[src/rtl/alu_pkg.sv]
// ----------------------------------------------------------------------------
// alu_pkg: shared types for the multiply/divide unit.
//   mdu_op_t    : operation select (MDU_MUL, MDU_DIV)
//   mdu_state_t : controller states (IDLE, RUN, DONE)
//   mdu_cnt_width() : width of the RUN-cycle counter for a given operand width
// ----------------------------------------------------------------------------
package alu_pkg;

   typedef enum logic {
      MDU_MUL = 1'b0,
      MDU_DIV = 1'b1
   } mdu_op_t;

   typedef enum logic [1:0] {
      IDLE = 2'd0,
      RUN  = 2'd1,
      DONE = 2'd2
   } mdu_state_t;

   // Counter only needs to reach WIDTH-1 (index of the last RUN cycle).
   function automatic int unsigned mdu_cnt_width(input int unsigned width);
      return (width > 1) ? $clog2(width) : 1;
   endfunction

endpackage

[src/rtl/mdu_step.sv]
// ----------------------------------------------------------------------------
// mdu_step: one iteration of the multiply/divide datapath (purely combinational).
//   MUL: acc += mcand when the multiplier LSB is set; mcand shifts left,
//        multiplier shifts right (LSB-first shift-add).
//   DIV: acc holds {remainder, dividend/quotient}; one restoring step shifts the
//        next dividend bit into the remainder and shifts a quotient bit in.
// Ports:
//   op         : operation being iterated
//   acc_in     : accumulator (MUL product / DIV {rem, quo})   -> acc_out
//   mcand_in   : shifted multiplicand (MUL only)               -> mcand_out
//   mplier_in  : remaining multiplier (MUL only)               -> mplier_out
//   divisor_in : divisor (DIV only)
// ----------------------------------------------------------------------------
module mdu_step
   import alu_pkg::*;
#(
   parameter int unsigned WIDTH = 16
) (
   input  mdu_op_t              op,
   input  logic [2*WIDTH-1:0]   acc_in,
   input  logic [2*WIDTH-1:0]   mcand_in,
   input  logic [WIDTH-1:0]     mplier_in,
   input  logic [WIDTH-1:0]     divisor_in,
   output logic [2*WIDTH-1:0]   acc_out,
   output logic [2*WIDTH-1:0]   mcand_out,
   output logic [WIDTH-1:0]     mplier_out
);

   logic [WIDTH-1:0] rem;
   logic [WIDTH-1:0] quo;
   logic [WIDTH:0]   shifted;
   logic [WIDTH:0]   diff;
   logic             fits;

   always_comb begin
      rem     = acc_in[2*WIDTH-1:WIDTH];
      quo     = acc_in[WIDTH-1:0];
      shifted = {rem, quo[WIDTH-1]};
      diff    = shifted - {1'b0, divisor_in};
      fits    = shifted >= {1'b0, divisor_in};

      acc_out    = acc_in;
      mcand_out  = mcand_in;
      mplier_out = mplier_in;

      unique case (op)
         MDU_MUL: begin
            acc_out    = mplier_in[0] ? (acc_in + mcand_in) : acc_in;
            mcand_out  = mcand_in << 1;
            mplier_out = mplier_in >> 1;
         end
         MDU_DIV: begin
            // When the subtraction does not fit, shifted's top bit is always 0
            // (a set top bit would exceed any WIDTH-bit divisor), so truncation is safe.
            acc_out = {(fits ? WIDTH'(diff) : WIDTH'(shifted)), quo[WIDTH-2:0], fits};
         end
      endcase
   end

endmodule

[src/rtl/mdu_ctrl.sv]
// ----------------------------------------------------------------------------
// mdu_ctrl: iterative unsigned multiply/divide controller with pipeline stall.
// Optional feature macro: MDU_EARLY_TERM_EN -- ends a multiply as soon as the
// remaining shifted multiplier reaches zero (minimum one RUN cycle).
// Ports:
//   clk, rst        : clock, synchronous active-high reset
//   start, op, a, b : request, operation and unsigned operands (taken in IDLE only)
//   stall           : hold upstream stages (RUN, or IDLE with start)
//   busy            : state is not IDLE
//   done            : one-cycle result-valid pulse (DONE state)
//   res_lo, res_hi  : product low/high, or quotient/remainder
//   div_zero        : divide by zero flag, valid with done
// ----------------------------------------------------------------------------
module mdu_ctrl
   import alu_pkg::*;
#(
   parameter int unsigned WIDTH = 16
) (
   input  logic             clk,
   input  logic             rst,
   input  logic             start,
   input  mdu_op_t          op,
   input  logic [WIDTH-1:0] a,
   input  logic [WIDTH-1:0] b,
   output logic             stall,
   output logic             busy,
   output logic             done,
   output logic [WIDTH-1:0] res_lo,
   output logic [WIDTH-1:0] res_hi,
   output logic             div_zero
);

   localparam int unsigned       CntW    = mdu_cnt_width(WIDTH);
   localparam logic [CntW-1:0]   CntLast = CntW'(WIDTH - 1);

   mdu_state_t         state_q, state_d;
   mdu_op_t            op_q, op_d;
   logic [2*WIDTH-1:0] acc_q, acc_d;
   logic [2*WIDTH-1:0] mcand_q, mcand_d;
   logic [WIDTH-1:0]   mplier_q, mplier_d;
   logic [WIDTH-1:0]   divisor_q, divisor_d;
   logic [CntW-1:0]    cnt_q, cnt_d;
   logic [WIDTH-1:0]   res_lo_q, res_lo_d;
   logic [WIDTH-1:0]   res_hi_q, res_hi_d;
   logic               div_zero_q, div_zero_d;

   logic [2*WIDTH-1:0] step_acc;
   logic [2*WIDTH-1:0] step_mcand;
   logic [WIDTH-1:0]   step_mplier;

   logic accept;
   logic zero_div;
   logic run_last;

   assign accept   = (state_q == IDLE) && start;
   assign zero_div = (op == MDU_DIV) && (b == '0);

`ifdef MDU_EARLY_TERM_EN
   // Stop once no multiplier bits remain; divides always run the full WIDTH.
   assign run_last = (cnt_q == CntLast) || ((op_q == MDU_MUL) && (step_mplier == '0));
`else
   assign run_last = (cnt_q == CntLast);
`endif

   mdu_step #(
      .WIDTH (WIDTH)
   ) u_step (
      .op         (op_q),
      .acc_in     (acc_q),
      .mcand_in   (mcand_q),
      .mplier_in  (mplier_q),
      .divisor_in (divisor_q),
      .acc_out    (step_acc),
      .mcand_out  (step_mcand),
      .mplier_out (step_mplier)
   );

   // ------------------------------------------------------------------------
   // FSM: state register
   // ------------------------------------------------------------------------
   always_ff @(posedge clk) begin
      if (rst) begin
         state_q <= IDLE;
      end else begin
         state_q <= state_d;
      end
   end

   // ------------------------------------------------------------------------
   // FSM: next state
   // ------------------------------------------------------------------------
   always_comb begin
      state_d = state_q;
      unique case (state_q)
         IDLE: begin
            if (start) begin
               state_d = zero_div ? DONE : RUN;
            end
         end
         RUN: begin
            if (run_last) begin
               state_d = DONE;
            end
         end
         DONE:    state_d = IDLE;
         default: state_d = IDLE;
      endcase
   end

   // ------------------------------------------------------------------------
   // FSM: outputs
   // ------------------------------------------------------------------------
   always_comb begin
      stall    = 1'b0;
      if (!rst) begin
         stall = (state_q == RUN) || accept;
      end
      busy     = (state_q != IDLE);
      done     = (state_q == DONE);
      res_lo   = res_lo_q;
      res_hi   = res_hi_q;
      div_zero = div_zero_q;
   end

   // ------------------------------------------------------------------------
   // Datapath, counter and result registers
   // ------------------------------------------------------------------------
   always_comb begin
      op_d       = op_q;
      acc_d      = acc_q;
      mcand_d    = mcand_q;
      mplier_d   = mplier_q;
      divisor_d  = divisor_q;
      cnt_d      = cnt_q;
      res_lo_d   = res_lo_q;
      res_hi_d   = res_hi_q;
      div_zero_d = div_zero_q;

      if (accept) begin
         op_d       = op;
         // DIV keeps {remainder=0, dividend} in acc; MUL accumulates from zero.
         acc_d      = (op == MDU_DIV) ? {{WIDTH{1'b0}}, a} : '0;
         mcand_d    = {{WIDTH{1'b0}}, a};
         mplier_d   = b;
         divisor_d  = b;
         cnt_d      = '0;
         div_zero_d = 1'b0;
         if (zero_div) begin
            res_lo_d   = '1;
            res_hi_d   = a;
            div_zero_d = 1'b1;
         end
      end else if (state_q == RUN) begin
         acc_d    = step_acc;
         mcand_d  = step_mcand;
         mplier_d = step_mplier;
         cnt_d    = cnt_q + CntW'(1);
         if (run_last) begin
            res_lo_d = step_acc[WIDTH-1:0];
            res_hi_d = step_acc[2*WIDTH-1:WIDTH];
         end
      end
   end

   always_ff @(posedge clk) begin
      if (rst) begin
         op_q       <= MDU_MUL;
         acc_q      <= '0;
         mcand_q    <= '0;
         mplier_q   <= '0;
         divisor_q  <= '0;
         cnt_q      <= '0;
         res_lo_q   <= '0;
         res_hi_q   <= '0;
         div_zero_q <= 1'b0;
      end else begin
         op_q       <= op_d;
         acc_q      <= acc_d;
         mcand_q    <= mcand_d;
         mplier_q   <= mplier_d;
         divisor_q  <= divisor_d;
         cnt_q      <= cnt_d;
         res_lo_q   <= res_lo_d;
         res_hi_q   <= res_hi_d;
         div_zero_q <= div_zero_d;
      end
   end

endmodule

[config.mk]
export PLATFORM = sky130hd
export DESIGN_NAME = mdu_ctrl
export DESIGN_NICKNAME = d
export VERILOG_FILES = /design/src/rtl/alu_pkg.sv /design/src/rtl/mdu_step.sv /design/src/rtl/mdu_ctrl.sv
export SDC_FILE = /design/constraint.sdc
export NUM_CORES = 1
export LEC_CHECK = 0
export CAP_MARGIN = 20
export CORE_UTILIZATION = 55
export CTS_CLUSTER_SIZE = 20
export DETAILED_ROUTE_END_ITERATION = 10
export PLACE_DENSITY = 0.85
export SKIP_CTS_REPAIR_TIMING = 1
export SLEW_MARGIN = 0
export SYNTH_ARGS = -nofsm -noshare
export SYNTH_HDL_FRONTEND = slang
export SYNTH_HIERARCHICAL = 1
export SYNTH_SLANG_ARGS = --single-unit
export TNS_END_PERCENT = 1
[constraint.sdc]
create_clock -name clk -period 4.1 [get_ports clk]
set_input_delay 0.615 -clock clk [delete_from_list [all_inputs] [get_ports clk]]
set_output_delay 0.615 -clock clk [all_outputs]
set_load 0.01 [all_outputs]
==> impl_metrics.tcl <==
set metrics [dict create \
    async_flop_share 0 \
    max_cap_viol_count 0 \
    worst_ep_required_time_ns 4.44 \
    place.gp.congestion 1.003 \
    tns_ns 0 \
    syn_inst 1215 \
    clock.fmax_mhz 291.8 \
    rows 47 \
    post_dp_cell_area_um2 10030 \
    r2r_start "acc_q[0]$_SDFFE_PP0P_" \
    crit_path_max_fanout 4 \
    ys_seq_area_frac 0.2921 \
    setup_slack_ns 0.6735 \
    min_to "divisor_q[2]$_SDFFE_PP0N_" \
    mostFrequentLayoutCells "nand2_1, a21oi_1, dfxtp_1" \
    synth-edff-count 0 \
    avgViaCountPerCell 6.352 \
    dp_slack_ns 0.7634 \
    cts_num_sinks 136 \
    grt_overflow 0 \
    r2r_slack_ns 0.67 \
    drive_gt1_frac 0.1004 \
    worstRegToRegCells 12 \
    total_power_mw 3.702 \
    ys_ff_latch 136 \
    cts_tree "done" \
    final_common_cell "nand2_1" \
    clock-root-buffer "clkbuf_16" \
    rsz0062_at_grt "false" \
    initial_core_util 0.5621 \
    yosys.cell_types.count 79 \
    fin_cells 1465 \
    grt_antenna_before_repair 0 \
    boundaryPins 72 \
    vias 9306 \
    synth_nets 1301 \
    drv_slew 0 \
    synthFlopType "dfxtp_1" \
    fin_crit_ns 3.427 \
    insertion_delay_ns 0.43 \
    critPathLaunchType "flop" \
    end_kind "flop" \
    drt_pass1_iterations 6 \
    nNetsFinal 1318 \
    first_iter_violations 1003 \
    crit_arrival_ns 3.77 \
    synth_compound_area_frac 0.2734 \
    yosys.area_share.simple 0.1877 \
    fp.dieW_um 132.2 \
    muxShareOfSynthArea 0.08107 \
    yosysWarnings 6 \
    hold_slack_ns 0.4560 \
    fin_skew_ns 0.01104 \
    ant_nets 0 \
    criticalPathCategory "flop to flop" \
    syn_to_final_growth_pct 13.54 \
    ir_drop_mv 0.3237 \
    htreeDepth 4 \
    dieArea_um2 17470 \
    syn_area_per_cell_um2 7.672 \
    cts_made_buffers 17 \
    placed_cells 1433 \
    wire_per_inst_um 18.27 \
    crit_top_cell "o21ai_0" \
    cp-startpoint "acc_q[0]$_SDFFE_PP0P_" \
    core_area_um2 16580 \
    synth_xor_area_frac 0.03101 \
    synth_top_family_by_area "compound AO/OA/AOI/OAI gates" \
    worstHoldStart "divisor_q[2]$_SDFFE_PP0N_" \
    hold_class "flop to flop" \
    min_path_cells 2 \
    grt_pass1_wl_um 43640 \
    num_antenna_cells 0 \
    grt_max_degree 86 \
    slew_headroom 0.3556 \
    power_density_nw_per_um2 349.8 \
    hpwl_um 17950 \
    synthAdderAreaFrac 0.06872 \
    die_y_um 132.2 \
    crit_path_cell_trace "ha_1 -> fa_1 -> a21o_1 -> a21oi_1 -> nor4_1 -> o21ai_0 -> a211oi_1 -> o221ai_1 -> mux2_2 -> a22oi_1 -> o21ai_0 -> a221oi_2" \
    status "complete, no violations" \
    wirelength_um 26770 \
    cpPeakStageDelay_ns 0.41 \
    drc_errors 0 \
    io_buffer_count 71 \
    ctsLongestPathBuffers 2 \
    p_leak_nw 4.043 \
    setup_viol 0 \
    worst_pin_slew_ns 0.9667 \
    hold_viol 0 \
    grt_pass1_vias 8879 \
    critical_path.slowest_cell "fa_1" \
    fin_crit_sh 0.8357 \
    fin_util 0.6382 \
    clkTransAtPathRegs_ns 0.06 \
    r2r-end "res_hi[14]$_SDFFE_PP0P_" \
    syn-cell-area_um2 9321 \
    track_usage 0.3089 \
    postLayoutCellArea_um2 10580 \
]
-- routing by layer --
metal / GRT usage / vias up / routed length [um]
met5: 0 / - / 0
met4: 0.1367 / 0 / 792
met3: 0.06228 / 64 / 1950
met2: 0.5206 / 431 / 12800
met1: 0.3813 / 4393 / 11220
li1: - / 4418 / -
-- cell usage after synthesis (8+ instances only) --
cell        n  area share
nand3_1    26       0.014
xnor2_1    23       0.022
mux2i_1    20       0.021
buf_2      15      0.0081
mux2_2     48       0.058
nand4_1    10      0.0067
a311oi_1   18       0.017
o21ai_0    69       0.037
nor2b_1    12      0.0081
ha_1       48       0.064
clkbuf_1   63       0.025
nand2_1   241       0.097
nor2_1     37       0.015
a22oi_1    20       0.016
a21o_1     22       0.018
inv_1      53       0.021
xor2_1     10      0.0094
a221oi_1   15       0.014
a21oi_1   149       0.080
nand3b_1    8      0.0064
dfxtp_1   136        0.29
a31oi_1    40       0.027
a211oi_1   14       0.011
nor3_1     13      0.0070
-- logic make-up after synthesis --
group	Yosys count
AO/OA/AOI/OAI	398
XOR/XNOR	33
adder cells (fa/ha/maj)	50
buffers and inverters	143
flip-flops	136
multiplexers	69
AND/OR/NAND/NOR	386
-- registers in the layout, summed over array words and instances (netlist names) --
name / count
state_q: 2
res_hi: 16
cnt_q: 4
op_q: 1
mplier_q: 16
divisor_q: 16
acc_q: 32
mcand_q: 32
div_zero: 1
res_lo: 16
-- worst max path at each step --
stage                                    to  depth (start not counted)
floorplan           res_hi[14]$_SDFFE_PP0P_                         12
global placement    res_hi[14]$_SDFFE_PP0P_                         12
detailed placement  res_hi[14]$_SDFFE_PP0P_                         12
CTS                 res_hi[14]$_SDFFE_PP0P_                         12
global route        res_hi[12]$_SDFFE_PP0P_                         14
finish              res_hi[14]$_SDFFE_PP0P_                         12
-- cell type report --
cell class	instances	area, um^2
Clock buffer	18	429.2
Sequential cell	136	2726
Inverter	54	202.7
Fill cell	1398	6000
Tap cell	220	275.3
Timing Repair Buffer	87	828.3
Clock inverter	14	123.9
Multi-Input combinational cell	936	5998
-- where the power goes --
part,total (mW),internal (mW),switching [mW]
sequential,1.44,1.38,0.0644
combinational,0.810,0.325,0.485
clock,1.45,0.835,0.617
total,3.70,2.54,1.17
-- critical path, delay by kind of cell (launching register included) --
family          cells  cell delay (ns)
mux                 1             0.36
flops               1             0.33
compound gates      8             1.91
fa+ha+maj           2             0.65
simple gates        1             0.08
Note: power is estimated with default switching activity, not from simulation.
